===== config.mk =====
export PLATFORM = sky130hd
export DESIGN_NAME = prefetch_queue
export DESIGN_NICKNAME = d
export VERILOG_FILES = /design/src/rtl/prefetch_queue.sv
export SDC_FILE = /design/constraint.sdc
export NUM_CORES = 1
export LEC_CHECK = 0
export CORE_MARGIN = 2
export CORE_UTILIZATION = 45
export DETAILED_ROUTE_END_ITERATION = 8
export PLACE_DENSITY = 0.66
export SYNTH_ARGS = -nofsm -noshare
export SYNTH_HDL_FRONTEND = slang
export SYNTH_SLANG_ARGS = --single-unit

===== constraint.sdc =====
create_clock -name clock -period 6.1 [get_ports clock]
set_input_delay 1.22 -clock clock [delete_from_list [all_inputs] [get_ports clock]]
set_output_delay 1.22 -clock clock [all_outputs]
set_load 0.02 [all_outputs]

===== src/rtl/prefetch_queue.sv =====
// Instruction prefetcher: owns the fetch PC, keeps a DEPTH-entry FIFO of {word, pc, error}
// and feeds the decoder. Optional statistics counters are enabled with `define PREFETCH_STATS_EN.
module prefetch_queue #(
    parameter int                DEPTH    = 4,
    parameter int                ADDR_W   = 32,
    parameter int                DATA_W   = 32,
    parameter logic [ADDR_W-1:0] RESET_PC = '0
) (
    input  logic              clock,
    input  logic              nreset,
    input  logic              redirect,
    input  logic [ADDR_W-1:0] redirect_pc,
    output logic [ADDR_W-1:0] bus_address,
    output logic              bus_write,
    output logic              bus_start,
    input  logic              bus_available,
    input  logic              bus_ready,
    input  logic              bus_response,
    input  logic [DATA_W-1:0] bus_read_data,
    output logic              out_valid,
    input  logic              out_ready,
    output logic [DATA_W-1:0] out_data,
    output logic [ADDR_W-1:0] out_pc,
    output logic              out_error
`ifdef PREFETCH_STATS_EN
    ,
    input  logic              stat_clear,
    output logic [31:0]       stat_fetches,
    output logic [31:0]       stat_stalls
`endif
);

    localparam int PTR_W = $clog2(DEPTH);
    localparam int CNT_W = PTR_W + 1;
    localparam logic [CNT_W-1:0] FULL_CNT = CNT_W'(DEPTH);

    typedef enum logic [1:0] {
        ST_IDLE    = 2'd0,
        ST_WAITING = 2'd1,
        ST_DISCARD = 2'd2
    } state_t;

    state_t            r_state;
    state_t            w_next_state;
    logic [ADDR_W-1:0] r_fetch_pc;
    logic [ADDR_W-1:0] r_req_pc;
    logic [ADDR_W-1:0] r_bus_address;
    logic              r_bus_start;
    logic              r_halted;
    logic [DATA_W-1:0] r_fifo_data [DEPTH];
    logic [ADDR_W-1:0] r_fifo_pc   [DEPTH];
    logic [DEPTH-1:0]  r_fifo_err;
    logic [PTR_W-1:0]  r_wr_ptr;
    logic [PTR_W-1:0]  r_rd_ptr;
    logic [CNT_W-1:0]  r_count;
    logic              w_issue;
    logic              w_push;
    logic              w_push_err;
    logic              w_pop;
    logic              w_reply_done;
    logic              w_out_valid;
    logic [ADDR_W-1:0] w_redirect_pc;
    logic              w_unused_pc_bits;

    assign w_redirect_pc    = {redirect_pc[ADDR_W-1:2], 2'b00};
    assign w_unused_pc_bits = ^redirect_pc[1:0];

    // Next-state and handshake decode
    always_comb begin
        w_next_state = r_state;
        w_issue      = 1'b0;
        w_push       = 1'b0;
        w_push_err   = 1'b0;
        w_reply_done = 1'b0;
        case (r_state)
            ST_IDLE: begin
                if (!redirect && !r_halted && bus_available && bus_ready && (r_count < FULL_CNT)) begin
                    w_issue      = 1'b1;
                    w_next_state = ST_WAITING;
                end else begin
                    w_next_state = ST_IDLE;
                end
            end
            ST_WAITING: begin
                if (redirect) begin
                    if (bus_ready) begin
                        w_reply_done = 1'b1;
                        w_next_state = ST_IDLE;
                    end else begin
                        w_next_state = ST_DISCARD;
                    end
                end else if (bus_ready) begin
                    w_reply_done = 1'b1;
                    w_push       = 1'b1;
                    w_push_err   = bus_response;
                    w_next_state = ST_IDLE;
                end else begin
                    w_next_state = ST_WAITING;
                end
            end
            ST_DISCARD: begin
                if (bus_ready) begin
                    w_reply_done = 1'b1;
                    w_next_state = ST_IDLE;
                end else begin
                    w_next_state = ST_DISCARD;
                end
            end
            default: begin
                w_next_state = ST_IDLE;
            end
        endcase
        w_out_valid = (r_count != {CNT_W{1'b0}});
        w_pop       = w_out_valid && out_ready && !redirect;
    end

    // State, bus request and fetch-PC registers
    always_ff @(posedge clock or negedge nreset) begin
        if (!nreset) begin
            r_state       <= ST_IDLE;
            r_fetch_pc    <= RESET_PC;
            r_req_pc      <= '0;
            r_bus_address <= '0;
            r_bus_start   <= 1'b0;
            r_halted      <= 1'b0;
        end else begin
            r_state <= w_next_state;
            if (w_issue) begin
                r_bus_address <= r_fetch_pc;
                r_bus_start   <= 1'b1;
                r_req_pc      <= r_fetch_pc;
            end else if (w_reply_done) begin
                r_bus_start <= 1'b0;
            end
            if (redirect) begin
                r_fetch_pc <= w_redirect_pc;
                r_halted   <= 1'b0;
            end else begin
                if (w_issue) begin
                    r_fetch_pc <= r_fetch_pc + ADDR_W'(4);
                end
                if (w_push && w_push_err) begin
                    r_halted <= 1'b1;
                end
            end
        end
    end

    // FIFO storage; a redirect wins over any push or pop in the same cycle
    always_ff @(posedge clock or negedge nreset) begin
        if (!nreset) begin
            r_wr_ptr   <= '0;
            r_rd_ptr   <= '0;
            r_count    <= '0;
            r_fifo_err <= '0;
            for (int i = 0; i < DEPTH; i++) begin
                r_fifo_data[i] <= '0;
                r_fifo_pc[i]   <= '0;
            end
        end else if (redirect) begin
            r_wr_ptr <= '0;
            r_rd_ptr <= '0;
            r_count  <= '0;
        end else begin
            if (w_push) begin
                r_fifo_data[r_wr_ptr] <= w_push_err ? {DATA_W{1'b0}} : bus_read_data;
                r_fifo_pc[r_wr_ptr]   <= r_req_pc;
                r_fifo_err[r_wr_ptr]  <= w_push_err;
                r_wr_ptr              <= r_wr_ptr + PTR_W'(1);
            end
            if (w_pop) begin
                r_rd_ptr <= r_rd_ptr + PTR_W'(1);
            end
            case ({w_push, w_pop})
                2'b10:   r_count <= r_count + CNT_W'(1);
                2'b01:   r_count <= r_count - CNT_W'(1);
                default: r_count <= r_count;
            endcase
        end
    end

    assign bus_address = r_bus_address;
    assign bus_start   = r_bus_start;
    assign bus_write   = 1'b0;
    assign out_valid   = w_out_valid;
    assign out_data    = w_out_valid ? r_fifo_data[r_rd_ptr] : {DATA_W{1'b0}};
    assign out_pc      = w_out_valid ? r_fifo_pc[r_rd_ptr]   : {ADDR_W{1'b0}};
    assign out_error   = w_out_valid ? r_fifo_err[r_rd_ptr]  : 1'b0;

`ifdef PREFETCH_STATS_EN
    logic [31:0] r_stat_fetches;
    logic [31:0] r_stat_stalls;
    logic        w_stall;

    assign w_stall = (r_state == ST_IDLE) && !r_halted && (r_count == FULL_CNT);

    // Saturating statistics counters, clear beats increment
    always_ff @(posedge clock or negedge nreset) begin
        if (!nreset) begin
            r_stat_fetches <= 32'd0;
            r_stat_stalls  <= 32'd0;
        end else if (stat_clear) begin
            r_stat_fetches <= 32'd0;
            r_stat_stalls  <= 32'd0;
        end else begin
            if (w_push && !w_push_err && (r_stat_fetches != 32'hFFFF_FFFF)) begin
                r_stat_fetches <= r_stat_fetches + 32'd1;
            end
            if (w_stall && (r_stat_stalls != 32'hFFFF_FFFF)) begin
                r_stat_stalls <= r_stat_stalls + 32'd1;
            end
        end
    end

    assign stat_fetches = r_stat_fetches;
    assign stat_stalls  = r_stat_stalls;
`endif

endmodule


==> impl_results.md <==
* Number of clock sinks seen by CTS at about 320
* Number of distinct standard cells referenced by the synthesized netlist at 56
* Worst clock skew at 0.0146 ns
* Root Buffer Master: sky130_fd_sc_hd__clkbuf_16
* Category of the critical setup timing path: reg -> out
* Floorplan die area at 0.0344 mm^2
* Die Y-Extent at around 190 um
* Total routed wire length on the met1 layer at ~16000 um
* Deepest clock path buffer count at 3
* Post-Synthesis Cell Area at approximately 0.015 mm^2
* Post-route worst hold slack at roughly 0.48 ns
* Routed wire length per instance at roughly 19 um
* Number of rows in the core area at 66
* Sum of routed wire length over all layers at between 30000 and 40000 um
* Share of the synthesized area in the top cell type at roughly 54%
* Post-CTS clock slew at the launch and capture registers of the worst setup and hold paths at roughly 0.060 ns
* Effective utilization at floorplan at between 40% and 50%
* Clock latency on the worst-skew pair at roughly 0.51 ns
* DR iter-0 viols at approximately 630
* Type of element capturing the critical path: output port
* Static power due to leakage at 8.12 nW
* Crit path largest cell delay at approximately 0.75 ns
* Critical path data arrival time at 3.01 ns
* Cts repair resizes at 0
* Power Dens Cells at around 360 mW/mm^2
* I/O pin count at between 150 and 200
* Area contributors post-synth: sky130_fd_sc_hd__dfrtp_1 54%, sky130_fd_sc_hd__mux4_2 9.6%, sky130_fd_sc_hd__mux2_2 9.4%
* Core Box Area at roughly 0.033 mm^2
* Transition at the pin with the smallest max-transition slack at 1.12 ns
* Cell type of the slowest stage on the worst timing path: sky130_fd_sc_hd__dfrtp_4
* Setup violation total in the final timing report at 0
* CP cell instances: buf_12 -> mux4_2 -> and2_1 -> clkdlybuf4s50_1
* Mean cell area of the mapped netlist at about 12 um^2
* Hold bufs inserted after CTS at 0
* Max-slew violation count at 0
* #FFs+latches synth at approximately 320
* Yosys warning total at 0
* Top cell types by occurrence after synthesis: 323 x sky130_fd_sc_hd__dfrtp_1, 270 x sky130_fd_sc_hd__nand2_1, 143 x sky130_fd_sc_hd__o21ai_0
* Outcome: finished clean
* Largest area contributor in the synthesized netlist: sky130_fd_sc_hd__dfrtp_1
* Initial antenna violation count at 2
* Headroom to the max-slew limit at between 20% and 30%
* Number of synthesized flops with an enable pin at 0
* Maximum VDD drop at ~0.22 mV
* Area growth from synthesis to layout at 20.9%
* Highest achievable clock rate at around 240 MHz
* Utilization after layout at between 50% and 60%
* Maximum number of pins on one net before global-route repair at between 100 and 150
* RSZ-0062 raised after global routing: no
* Setup repair bufs after CTS at 0
* Remaining global-route overflow at 0
* Net count of the finished layout at roughly 1500
* Data required time of the worst path at between 4 and 5 ns
* Reported max-cap violation count at 0
* Total Routing Usage GR at a little over a fifth
* CP max FO at 44
* Share of async-settable or async-resettable flops after synthesis at 100%
* Final critical-path required period at about 4.2 ns
* HPWL after detailed placement at around 21000 um
* Level count of the clock H-tree at 2
* TNS Setup at 0 ns
* Horiz. Die Dim at between 150 and 200 um
* Routed length on met3 at 1860 um
* Post-route ant nets at 0
* Routed met2 length at 16500 um
* Global-route wire length before repair at 56400 um
* Most instantiated flip-flop cell in the synthesis netlist: sky130_fd_sc_hd__dfrtp_1
* Buf/Inv on CP at 2
* Clock tree from TritonCTS: done
* Via count of the first global-routing pass at between 10000 and 15000
* Highest metal layer with signal wires: met5
* DRC viols at 0
* Share of the yosys chip area belonging to registers at between 50% and 60%
* Classification of the worst-slack hold path: reg -> reg
* Total CTS buffers at 36
* RD Place Congestion at about 0.79
* Count of inserted antenna diode cells at 0
* Type of origin of the critical path: flip-flop
* Via-per-instance ratio at ~5.5
* Layout cell share with drive strength beyond 1 at 19.6%
* Vias at 10212
* Mapped Cells at between 1000 and 1500
* Final number of hold-violating endpoints at 0
* Family with the most delay on the worst path: buffers and inverters
* Final clock period utilization by the worst path at just under 70%
* Number of detailed-routing iterations run before antenna repair at 5
* Most numerous cell in the Yosys netlist: sky130_fd_sc_hd__dfrtp_1
* Number of buffer cells added on primary ports at ~160
[final timing paths]
path / endpoint / from / depth (start not counted) / slack, ns
setup / recovery: out_pc[7] / r_rd_ptr[0]$_DFFE_PN0P_ / 4 / 1.87
hold / removal: r_fifo_data[92]$_DFFE_PN0P_ / r_fifo_data[92]$_DFFE_PN0P_ / 2 / 0.48
setup reg to reg: r_fifo_pc[108]$_DFFE_PN0P_ / r_state[1]$_DFF_PN0_ / 6 / 3.25
hold reg to reg: r_fifo_data[92]$_DFFE_PN0P_ / r_fifo_data[92]$_DFFE_PN0P_ / 2 / 0.48
max in group asynchronous: r_fifo_pc[27]$_DFFE_PN0P_ / nreset / 2 / 4.05
min in group asynchronous: r_fifo_data[112]$_DFFE_PN0P_ / nreset / 1 / 0.75
[cell families (layout without fill, tap and decap cells)]
family	Yosys count	after routing	synth area share [%]
mux	191	191	19.2
fa+ha+maj	10	10	0.894
compound gates	198	198	7.79
other cells	1	5	0.0253
simple gates	437	437	13.9
buf+inv	108	257	3.40
flops	323	323	54.5
xor+xnor	5	5	0.295
[flip-flops by register name, indices dropped and copies added, names as in the netlist]
name / cells
r_fifo_data: 128
r_fifo_pc: 120
bus_address: 30
r_fetch_pc: 30
r_fifo_err: 4
r_count: 3
r_rd_ptr: 2
r_state: 2
r_wr_ptr: 2
bus_start: 1
r_halted: 1
[tightest hold or removal path, cell delays in order (launching register included)]
cell and delay (ns):
sky130_fd_sc_hd__dfrtp_1 0.34, sky130_fd_sc_hd__nand2_1 0.04, sky130_fd_sc_hd__o21ai_0 0.06
[per-layer routing]
| metal | up-vias | track usage, % |
|---|---|---|
| li1 | 4764 | - |
| met1 | 5153 | 29.4 |
| met2 | 241 | 33.8 |
| met3 | 50 | 3.58 |
| met4 | 4 | 4.94 |
| met5 | - | 0 |
[per-stage QoR]
step / total power, mW / instance area [um^2] / std cells / setup WS, ns
final: 6.39 / 17900 / 1868 / 1.87
after global routing: 6.73 / 17900 / 1868 / 1.69
after CTS: 6.47 / 17900 / 1868 / 1.81
after detailed placement: 4.33 / 16800 / 1804 / 2.01
after global placement: 4.29 / 16800 / 1804 / 2.03
after floorplan: 3.64 / 14900 / 1277 / 3.14
[where the power goes]
group	internal, mW	switching [mW]	leakage [nW]	total (mW)
clock network	1.26	0.860	0.582	2.12
registers	2.44	0.293	4.34	2.73
logic	0.805	0.729	3.20	1.53
total	4.51	1.88	8.12	6.39
[area by class of cell]
| cell class | instances | area (um^2) |
|---|---|---|
| fillers | 2814 | 14600 |
| flip-flops and latches | 323 | 8090 |
| repair buffers | 179 | 1780 |
| multi-input cells | 846 | 6300 |
| inverters | 14 | 52.6 |
| well taps | 442 | 553 |
| clock inverters | 9 | 58.8 |
| clock buffers | 55 | 1110 |
[cell usage in the layout, fill, tap and decap left out, types with 7 or more instances in the layout]
master                            Yosys  final
sky130_fd_sc_hd__nand4_1             12     12
sky130_fd_sc_hd__o311ai_0             9      9
sky130_fd_sc_hd__nor2_1              15     15
sky130_fd_sc_hd__inv_1               14     14
sky130_fd_sc_hd__clkbuf_8             0     12
sky130_fd_sc_hd__o21ai_0            143    143
sky130_fd_sc_hd__buf_4               10     14
sky130_fd_sc_hd__a221o_1              7      7
sky130_fd_sc_hd__mux2_2             124    124
sky130_fd_sc_hd__ha_1                 9      9
sky130_fd_sc_hd__nor3_1              14     14
sky130_fd_sc_hd__nand3_1             20     20
sky130_fd_sc_hd__nand2_1            270    266
sky130_fd_sc_hd__o211ai_1             8      8
sky130_fd_sc_hd__and2_1              65     65
sky130_fd_sc_hd__or4_1                8      8
sky130_fd_sc_hd__a22oi_1              8      8
sky130_fd_sc_hd__clkdlybuf4s50_1      0    161
sky130_fd_sc_hd__mux4_2              63     63
sky130_fd_sc_hd__clkbuf_16            0     37
sky130_fd_sc_hd__dfrtp_1            323    321
(Power assumes the default switching activity.)
